### config.mk
export PLATFORM = sky130hd
export DESIGN_NAME = relay_pulse_sequencer
export DESIGN_NICKNAME = d
export VERILOG_FILES = /design/src/rtl/relay_pulse_sequencer_pkg.sv /design/src/rtl/relay_interval_timer.sv /design/src/rtl/relay_pulse_sequencer.sv
export SDC_FILE = /design/constraint.sdc
export NUM_CORES = 1
export LEC_CHECK = 0
export CAP_MARGIN = 10
export CORE_ASPECT_RATIO = 2
export CORE_UTILIZATION = 50
export CTS_CLUSTER_DIAMETER = 50
export DETAILED_ROUTE_END_ITERATION = 8
export PLACE_DENSITY = 0.8
export SLEW_MARGIN = 15
export SYNTH_ARGS = -nofsm -noshare
export SYNTH_HDL_FRONTEND = slang
export SYNTH_SLANG_ARGS = --single-unit
### constraint.sdc
create_clock -name clk -period 5.7 [get_ports clk]
set_input_delay 1.425 -clock clk [delete_from_list [all_inputs] [get_ports clk]]
set_output_delay 1.425 -clock clk [all_outputs]
set_load 0.02 [all_outputs]
### src/rtl/relay_pulse_sequencer_pkg.sv
// Shared types and default timing for the latching-relay coil sequencer.
package relay_pulse_sequencer_pkg;

  typedef enum logic [2:0] {
    INIT_PULSE,
    INIT_DEAD,
    IDLE,
    PULSE,
    DEAD
  } relay_fsm_t;

  // 10 ms coil drive and 5 ms recovery at a 125 MHz clock.
  localparam int RELAY_PULSE_CYCLES_125M = 1250000;
  localparam int RELAY_DEAD_CYCLES_125M  = 625000;

endpackage

### src/rtl/relay_interval_timer.sv
// Loadable down-counter shared by the coil-drive and recovery intervals.
module relay_interval_timer #(
  parameter int CNT_WIDTH = 21
) (
  input  logic                 clk,
  input  logic                 rst_n,
  input  logic                 load,
  input  logic [CNT_WIDTH-1:0] value,
  output logic                 expired
);

  logic [CNT_WIDTH-1:0] r_cnt;

  always_ff @(posedge clk or negedge rst_n) begin
    if (!rst_n) begin
      r_cnt <= '0;
    end else if (load) begin
      r_cnt <= value;
    end else if (r_cnt != '0) begin
      r_cnt <= r_cnt - 1'b1;
    end
  end

  assign expired = (r_cnt == '0);

endmodule

### src/rtl/relay_pulse_sequencer.sv
// Pulses one latching-relay coil at a time through its H-bridge and tracks
// each relay's latched position; all relays are driven to input after reset.
module relay_pulse_sequencer
  import relay_pulse_sequencer_pkg::*;
#(
  parameter int NUM_RELAYS   = 4,
  parameter int PULSE_CYCLES = RELAY_PULSE_CYCLES_125M,
  parameter int DEAD_CYCLES  = RELAY_DEAD_CYCLES_125M,
  parameter int CNT_WIDTH    = 21,
  parameter int CH_WIDTH     = (NUM_RELAYS > 1) ? $clog2(NUM_RELAYS) : 1
) (
  input  logic                  clk,
  input  logic                  rst_n,
  input  logic                  req_valid,
  output logic                  req_ready,
  input  logic [CH_WIDTH-1:0]   req_channel,
  input  logic                  req_dir,
  output logic                  req_done,
  output logic                  req_err,
  output logic                  busy,
  output logic [NUM_RELAYS-1:0] relay_state,
  output logic [NUM_RELAYS-1:0] relay_a,
  output logic [NUM_RELAYS-1:0] relay_b
);

  localparam logic [CNT_WIDTH-1:0] PULSE_LOAD = CNT_WIDTH'(PULSE_CYCLES - 1);
  localparam logic [CNT_WIDTH-1:0] DEAD_LOAD  = CNT_WIDTH'(DEAD_CYCLES - 1);
  localparam logic [CH_WIDTH-1:0]  LAST_CH    = CH_WIDTH'(NUM_RELAYS - 1);

  relay_fsm_t            r_state, w_state;
  logic [CH_WIDTH-1:0]   r_ch, w_ch;
  logic                  r_dir, w_dir;
  logic [NUM_RELAYS-1:0] r_a, w_a, r_b, w_b, r_rs, w_rs;
  logic                  r_ready, r_done, w_done, r_err, w_err, r_busy;
  logic                  w_load, w_expired, w_req_oor, w_req_match;
  logic [CNT_WIDTH-1:0]  w_value;
  logic [NUM_RELAYS-1:0] w_sel_cur, w_sel_req;

  relay_interval_timer #(
    .CNT_WIDTH(CNT_WIDTH)
  ) u_timer (
    .clk    (clk),
    .rst_n  (rst_n),
    .load   (w_load),
    .value  (w_value),
    .expired(w_expired)
  );

  assign w_sel_cur   = NUM_RELAYS'(1) << r_ch;
  assign w_sel_req   = NUM_RELAYS'(1) << req_channel;
  assign w_req_oor   = (int'(req_channel) >= NUM_RELAYS);
  assign w_req_match = ((|(r_rs & w_sel_req)) == req_dir);

  always_comb begin
    w_state = r_state;
    w_ch    = r_ch;
    w_dir   = r_dir;
    w_a     = r_a;
    w_b     = r_b;
    w_rs    = r_rs;
    w_done  = 1'b0;
    w_err   = 1'b0;
    w_load  = 1'b0;
    w_value = PULSE_LOAD;
    case (r_state)
      INIT_PULSE: begin
        // Coming out of reset the coil is still off: arm the timer and drive it.
        if (r_b == '0) begin
          w_load = 1'b1;
          w_b    = w_sel_cur;
        end else if (w_expired) begin
          w_state = INIT_DEAD;
          w_load  = 1'b1;
          w_value = DEAD_LOAD;
          w_b     = '0;
          w_rs    = r_rs & ~w_sel_cur;
        end
      end
      INIT_DEAD: begin
        if (w_expired) begin
          if (r_ch != LAST_CH) begin
            w_ch    = r_ch + 1'b1;
            w_state = INIT_PULSE;
            w_load  = 1'b1;
            w_b     = NUM_RELAYS'(1) << w_ch;
          end else begin
            w_state = IDLE;
          end
        end
      end
      IDLE: begin
        if (req_valid && r_ready) begin
          if (w_req_oor) begin
            w_err  = 1'b1;
            w_done = 1'b1;
          end else if (w_req_match) begin
            w_done = 1'b1;
          end else begin
            w_ch    = req_channel;
            w_dir   = req_dir;
            w_state = PULSE;
            w_load  = 1'b1;
            if (req_dir) w_a = w_sel_req;
            else         w_b = w_sel_req;
          end
        end
      end
      PULSE: begin
        if (w_expired) begin
          w_state = DEAD;
          w_load  = 1'b1;
          w_value = DEAD_LOAD;
          w_a     = '0;
          w_b     = '0;
          w_rs    = r_dir ? (r_rs | w_sel_cur) : (r_rs & ~w_sel_cur);
        end
      end
      DEAD: begin
        if (w_expired) begin
          w_state = IDLE;
          w_done  = 1'b1;
        end
      end
      default: begin
        w_state = INIT_PULSE;
        w_a     = '0;
        w_b     = '0;
      end
    endcase
  end

  always_ff @(posedge clk or negedge rst_n) begin
    if (!rst_n) begin
      r_state <= INIT_PULSE;
      r_ch    <= '0;
      r_dir   <= 1'b0;
      r_a     <= '0;
      r_b     <= '0;
      r_rs    <= '0;
      r_ready <= 1'b0;
      r_done  <= 1'b0;
      r_err   <= 1'b0;
      r_busy  <= 1'b1;
    end else begin
      r_state <= w_state;
      r_ch    <= w_ch;
      r_dir   <= w_dir;
      r_a     <= w_a;
      r_b     <= w_b;
      r_rs    <= w_rs;
      r_ready <= (w_state == IDLE);
      r_done  <= w_done;
      r_err   <= w_err;
      r_busy  <= (w_state != IDLE);
    end
  end

  assign req_ready   = r_ready;
  assign req_done    = r_done;
  assign req_err     = r_err;
  assign busy        = r_busy;
  assign relay_state = r_rs;
  assign relay_a     = r_a;
  assign relay_b     = r_b;

endmodule

==> flow_summary.toml, run 1 <==
[layout]
nets = 285
layout_commonest_cell = "dfrtp_1"
area_growth_pct = 14.4
final_core_util = 0.594
drive_above_1_share = 0.129
num-fill-cells = 387
final_area_sq_um = 2860
seq_area_sq_um = 1050
multi_input_area_sq_um = 1370
antenna_cells = 0
final_cell_mix = "dfrtp_1, nand2_1, clkdlybuf4s50_1"

[floorplan]
die_area_sq_um = 5310
initial_core_util = 0.519
dieHeight_um = 102
rows = 36
coreArea_sq_um = 4820
die_x_um = 52.0
io_pins = 22

[pwr]
power.density_nw_per_um2 = 283
power.leakage_nw = 1.24
irDropWorstVdd_mv = 0.225

[global_routing]
grt_first_pass_wirelength_mm = 9.91
grt_pass1_vias = 2056
track_usage = 0.261
antenna_found_initial = 0
gr-total-overflow = 0
grt_max_degree = 43

[yosys]
yosysTopAreaCellShare = 0.410
ys_async_sr_fraction = 1.00
yosysSeqAreaShare = 0.420
ys.flop_type = "dfrtp_1"
synth_top_cell_by_area = "dfrtp_1"
synth_nets = 265
synth_area_sq_um = 2500
syn_inst = 250
ys_top_cells_by_area = "dfrtp_1, ha_1, mux2_2"
yosys_warnings = 0
synth_edf_count = 0
synth_cell_types = 61
syn_avg_cell_area_sq_um = 10.0
ys_ff_latch = 42

[drt]
drt_first_pass_iters = 4
drt.antenna.violating_nets = 0
drtIter0Drc = 62
routed_wl_mm = 6.07
vias = 2001
drc_errors = 0
wire_per_inst_um = 18.5
vias_per_cell = 6.10

[worst_setup_path]
crit_fanout = 6
path_class = "in -> reg"
critPathRequiredTime_ps = 5860
cp.arrival_ps = 3530
worst_setup_path_start_kind = "primary input"
end_kind = "flop"

[clock_tree]
cts_tree = "yes"
numCtsBuffers = 5
clkSlewWorstSetupHoldPaths_ps = 80
ctsHoldBuffers = 0
cts_resized = 0
clockBufferDepth = 2
clkLatencyLatePin_ps = 300
post_cts_buffers = 0
clock_sinks = 42
cts_root_buf = "clkbuf_8"
h-tree-depth = 2

[min_path]
hp-class = "reg -> reg"

[placement]
portBuffers = 20
hpwl_mm = 4.54
routabilityCongestion = 0.933
place_area_sq_um = 2720
preCtsSetupSlack_ps = 2060

[sta]
hold_violations = 0
setup_viol = 0
fmax_mhz = 297
hold_ws_ps = 507
setup_ws_ps = 2330
slew_headroom = 0.376
period_share = 0.591
rsz0062_at_grt = "no"
min_period_ps = 3370
setup-tns-final_ps = 0
worstMarginPinSlew_ps = 937
slew_violations = 0
skew_ps = 10.0

[outcome]
status = "complete, no violations"

[flow_run]
maxCapViolations = 0
==> kinds of logic after synthesis <==
kind of cell / share of synthesized area
other cells: 0.00150
xor+xnor: 0.0660
buf+inv: 0.0330
mux: 0.0610
compound gates: 0.129
fa+ha+maj: 0.0450
flops: 0.420
simple gates: 0.244
==> cells in the mapped netlist (5+ instances only) <==
master,instances
nand3_1,7
and3_1,5
nor3_1,11
mux2_2,8
dfrtp_1,41
xor2_1,7
nor2_1,18
a21oi_1,7
nor4_1,5
nand2_1,23
inv_1,9
ha_1,9
xnor2_1,10
o21ai_0,14
==> stage by stage <==
step           power [mW]  instances
3_3_place_gp        0.522        320
5_1_grt             0.843        328
6_report            0.811        328
2_1_floorplan       0.469        250
4_1_cts             0.815        328
3_5_place_dp        0.525        320
==> metal layers <==
layer  GRT usage  routed length, um  up-vias
met4       0.160                314        0
met3      0.0372                173       29
met5           0                  0        -
met2       0.484               3570       65
li1            -                  -      932
met1       0.258               2020      975
==> report_power, final <==
group	switching, mW	total [mW]	internal, mW	leakage (nW)
Combinational	0.0821	0.149	0.0673	0.640
Clock	0.106	0.292	0.187	0.0714
Sequential	0.0385	0.370	0.331	0.525
==> final timing paths <==
check	start	depth (start not counted)	slack, ps	to
max	req_channel[0]	6	2330	u_timer.r_cnt[1]
min	relay_a[3]	1	510	relay_a[3]
max reg2reg	u_timer.r_cnt[0]	8	3100	req_ready
min reg2reg	relay_a[3]	1	510	relay_a[3]
max in group asynchronous	rst_n	1	3850	relay_a[3]
min in group asynchronous	rst_n	1	1260	req_done
==> registers in the layout, summed over array words and instances (netlist names), named ones only <==
register	flops
busy	1
r_ch	2
r_dir	1
r_state	3
relay_a	4
relay_b	4
req_done	1
req_ready	1
u_timer.r_cnt	21
==> critical path, stage by stage <==
cell             delay (ps)
clkdlybuf4s50_1         580
mux4_2                  600
xnor2_2                 210
o21bai_1                160
a21oi_1                 400
o211ai_1                150
==> area by class of cell <==
type / instances / share of cell area
Sequential cell: 42 / 0.367
Inverter: 9 / 0.0118
Timing Repair Buffer: 20 / 0.0682
Multi-Input combinational cell: 192 / 0.478
Clock inverter: 2 / 0.0210
Tap cell: 57 / 0.0249
Clock buffer: 6 / 0.0288
(Power assumes the default switching activity.)
==> run 2: changes to the inputs <==
==> constraint.sdc (replaced) <==
create_clock -name clk -period 3.15 [get_ports clk]
set_input_delay 0.7875 -clock clk [delete_from_list [all_inputs] [get_ports clk]]
set_output_delay 0.7875 -clock clk [all_outputs]
set_load 0.02 [all_outputs]
==> run 2 against run 1 <==
Compared with the run above:
- final area is 1.5% lower
- clock-buffer cell count is 1 higher
- sequential cell count stayed put
- routed wire length is 0.84% lower
- critical path type unchanged
- worst hold slack worse by 2.1 ps
- clock power is 22% higher
- setup slack worse by 1900 ps
- cell count is 0.30% higher
- die area stayed put
- combinational power is 81% higher
- power is 60% higher
- critical path depth stayed put
- largest cell class unchanged
==> flow_summary.toml, run 2 (synthesis results as in run 1) <==
[sta]
slew_violations = 0
skew_ps = 6.79
setup_viol = 0
rsz0062_at_grt = "no"
hold_violations = 0
worstMarginPinSlew_ps = 929
fmax_mhz = 369
slew_headroom = 0.380
setup-tns-final_ps = 0
setup_ws_ps = 440
min_period_ps = 2710
period_share = 0.860

[pwr]
p_sw_mw = 0.399
pwr-share-seq = 0.517
power.leakage_nw = 1.22
pwr-share-clk = 0.275
swShare = 0.308
intPower_mw = 0.897
power.density_nw_per_um2 = 460
irDropWorstVdd_mv = 0.317
combPwrFrac = 0.208

[floorplan]
initial_core_util = 0.519
io_pins = 22
die_area_sq_um = 5310
die_x_um = 52.0
dieHeight_um = 102
rows = 36
coreArea_sq_um = 4820

[drt]
drt.antenna.violating_nets = 0
vias = 2024
vias_per_cell = 6.15
drt_first_pass_iters = 5
routed_wl_mm = 6.02
drc_errors = 0
wire_per_inst_um = 18.3
drtIter0Drc = 66

[clock_tree]
post_cts_buffers = 0
numCtsBuffers = 5
h-tree-depth = 2
clkSlewWorstSetupHoldPaths_ps = 80
cts_root_buf = "clkbuf_8"
clockBufferDepth = 2
cts_tree = "yes"
ctsHoldBuffers = 0
cts_resized = 0
clkLatencyLatePin_ps = 290
clock_sinks = 42

[worst_setup_path]
critPathRequiredTime_ps = 3300
critPathTopFamily = "compound AO/OA/AOI/OAI gates"
rr_worst_depth = 8
cp_slowest_cell = "mux4_2"
crit_fanout = 6
path_class = "in -> reg"
r2r_slack_ps = 570
critPathLaunch = "req_channel[0]"
path_cells = "clkdlybuf4s50_1, mux4_2, xnor2_2, o21bai_1, a21oi_1, o211ai_1"
worst_setup_path_start_kind = "primary input"
critPathMaxStageDelay_ps = 600
r2r_start = "u_timer.r_cnt[0]"
cp.arrival_ps = 2860
crit_buf_inv = 1
worstReg2RegEnd = "req_ready"
end_kind = "flop"

[global_routing]
gr-total-overflow = 0
grt_max_degree = 43
grt_first_pass_wirelength_mm = 9.69
track_usage = 0.256
antenna_found_initial = 0
grt_pass1_vias = 2059

[layout]
largest_reg_flops = 21
final_cell_mix = "dfrtp_1, nand2_1, clkdlybuf4s50_1"
layout_commonest_cell = "dfrtp_1"
drive_above_1_share = 0.129
area_growth_pct = 12.6
num-fill-cells = 391
stdcell_count = 329
nets = 286
largest-register = "u_timer.r_cnt"
antenna_cells = 0

[placement]
dpl.cell_count = 321
portBuffers = 20
hpwl_mm = 4.54
routabilityCongestion = 0.953
preCtsSetupSlack_ps = 162

[min_path]
hp-class = "reg -> reg"
holdPathStages = 1
min_from = "relay_a[3]"
holdPathEnd = "relay_a[3]"

[flow_run]
maxCapViolations = 0

[outcome]
status = "complete, no violations"
-- run 2: cell count changes in the layout (fill, tap and decap cells not counted), sizes merged --
cell and delta:
clkinv +1, clkbuf +1, bufinv -2, buf +1
-- run 2: metal layers --
metal,vias to the layer above,track usage,wire (um)
met1,980,0.248,1980
li1,942,-,-
met4,0,0.177,376
met5,-,0,0
met3,25,0.0253,199
met2,77,0.479,3470
-- run 2: cell type report --
type,count,area (sq um),share of cell area
tap,57,71.3,0.0253
inverter,9,33.8,0.0120
clock inverter,1,5.00,0.00177
clock buffer,7,86.3,0.0306
sequential,42,1050,0.373
multi-input combinational,192,1370,0.485
timing repair buffer,21,203,0.0719
-- run 2: stage by stage --
step / utilization / hold slack, ps / power (mW) / cell area [sq um]
final: 0.585 / 505 / 1.30 / 2820
after detailed placement: 0.566 / 494 / 0.948 / 2730
after CTS: 0.585 / 511 / 1.31 / 2820
after global routing: 0.585 / 535 / 1.36 / 2820
after global placement: 0.566 / 490 / 0.945 / 2730
after floorplan: - / 492 / 0.849 / 2500
-- run 2: worst max path at each step --
stage / to / cells after the start / slack [ps]
floorplan: r_ch[0] / 6 / 940
finish: u_timer.r_cnt[1] / 6 / 440
global placement: u_timer.r_cnt[1] / 6 / 230
detailed placement: u_timer.r_cnt[1] / 6 / 160
global route: u_timer.r_cnt[1] / 6 / 260
CTS: u_timer.r_cnt[1] / 6 / 460
-- run 2: power groups by stage --
| stage | combinational (mW) | sequential, mW | clock, mW |
|---|---|---|---|
| after detailed placement | 0.267 | 0.681 | 0 |
| after CTS | 0.270 | 0.670 | 0.367 |
| after floorplan | 0.175 | 0.674 | 0 |
| after global routing | 0.299 | 0.676 | 0.382 |
| after global placement | 0.266 | 0.679 | 0 |
| final | 0.270 | 0.670 | 0.356 |
==> run 3: changes to the inputs <==
--- a/config.mk
+++ b/config.mk
@@ -8,7 +8,7 @@
 export CAP_MARGIN = 10
 export CORE_ASPECT_RATIO = 2
 export CORE_UTILIZATION = 50
-export CTS_CLUSTER_DIAMETER = 50
+export CTS_CLUSTER_DIAMETER = 200
 export DETAILED_ROUTE_END_ITERATION = 8
 export PLACE_DENSITY = 0.8
 export SLEW_MARGIN = 15
==> results of run 3 <==
Same layout as run 2: the final DEF is identical, and so are final timing and power.
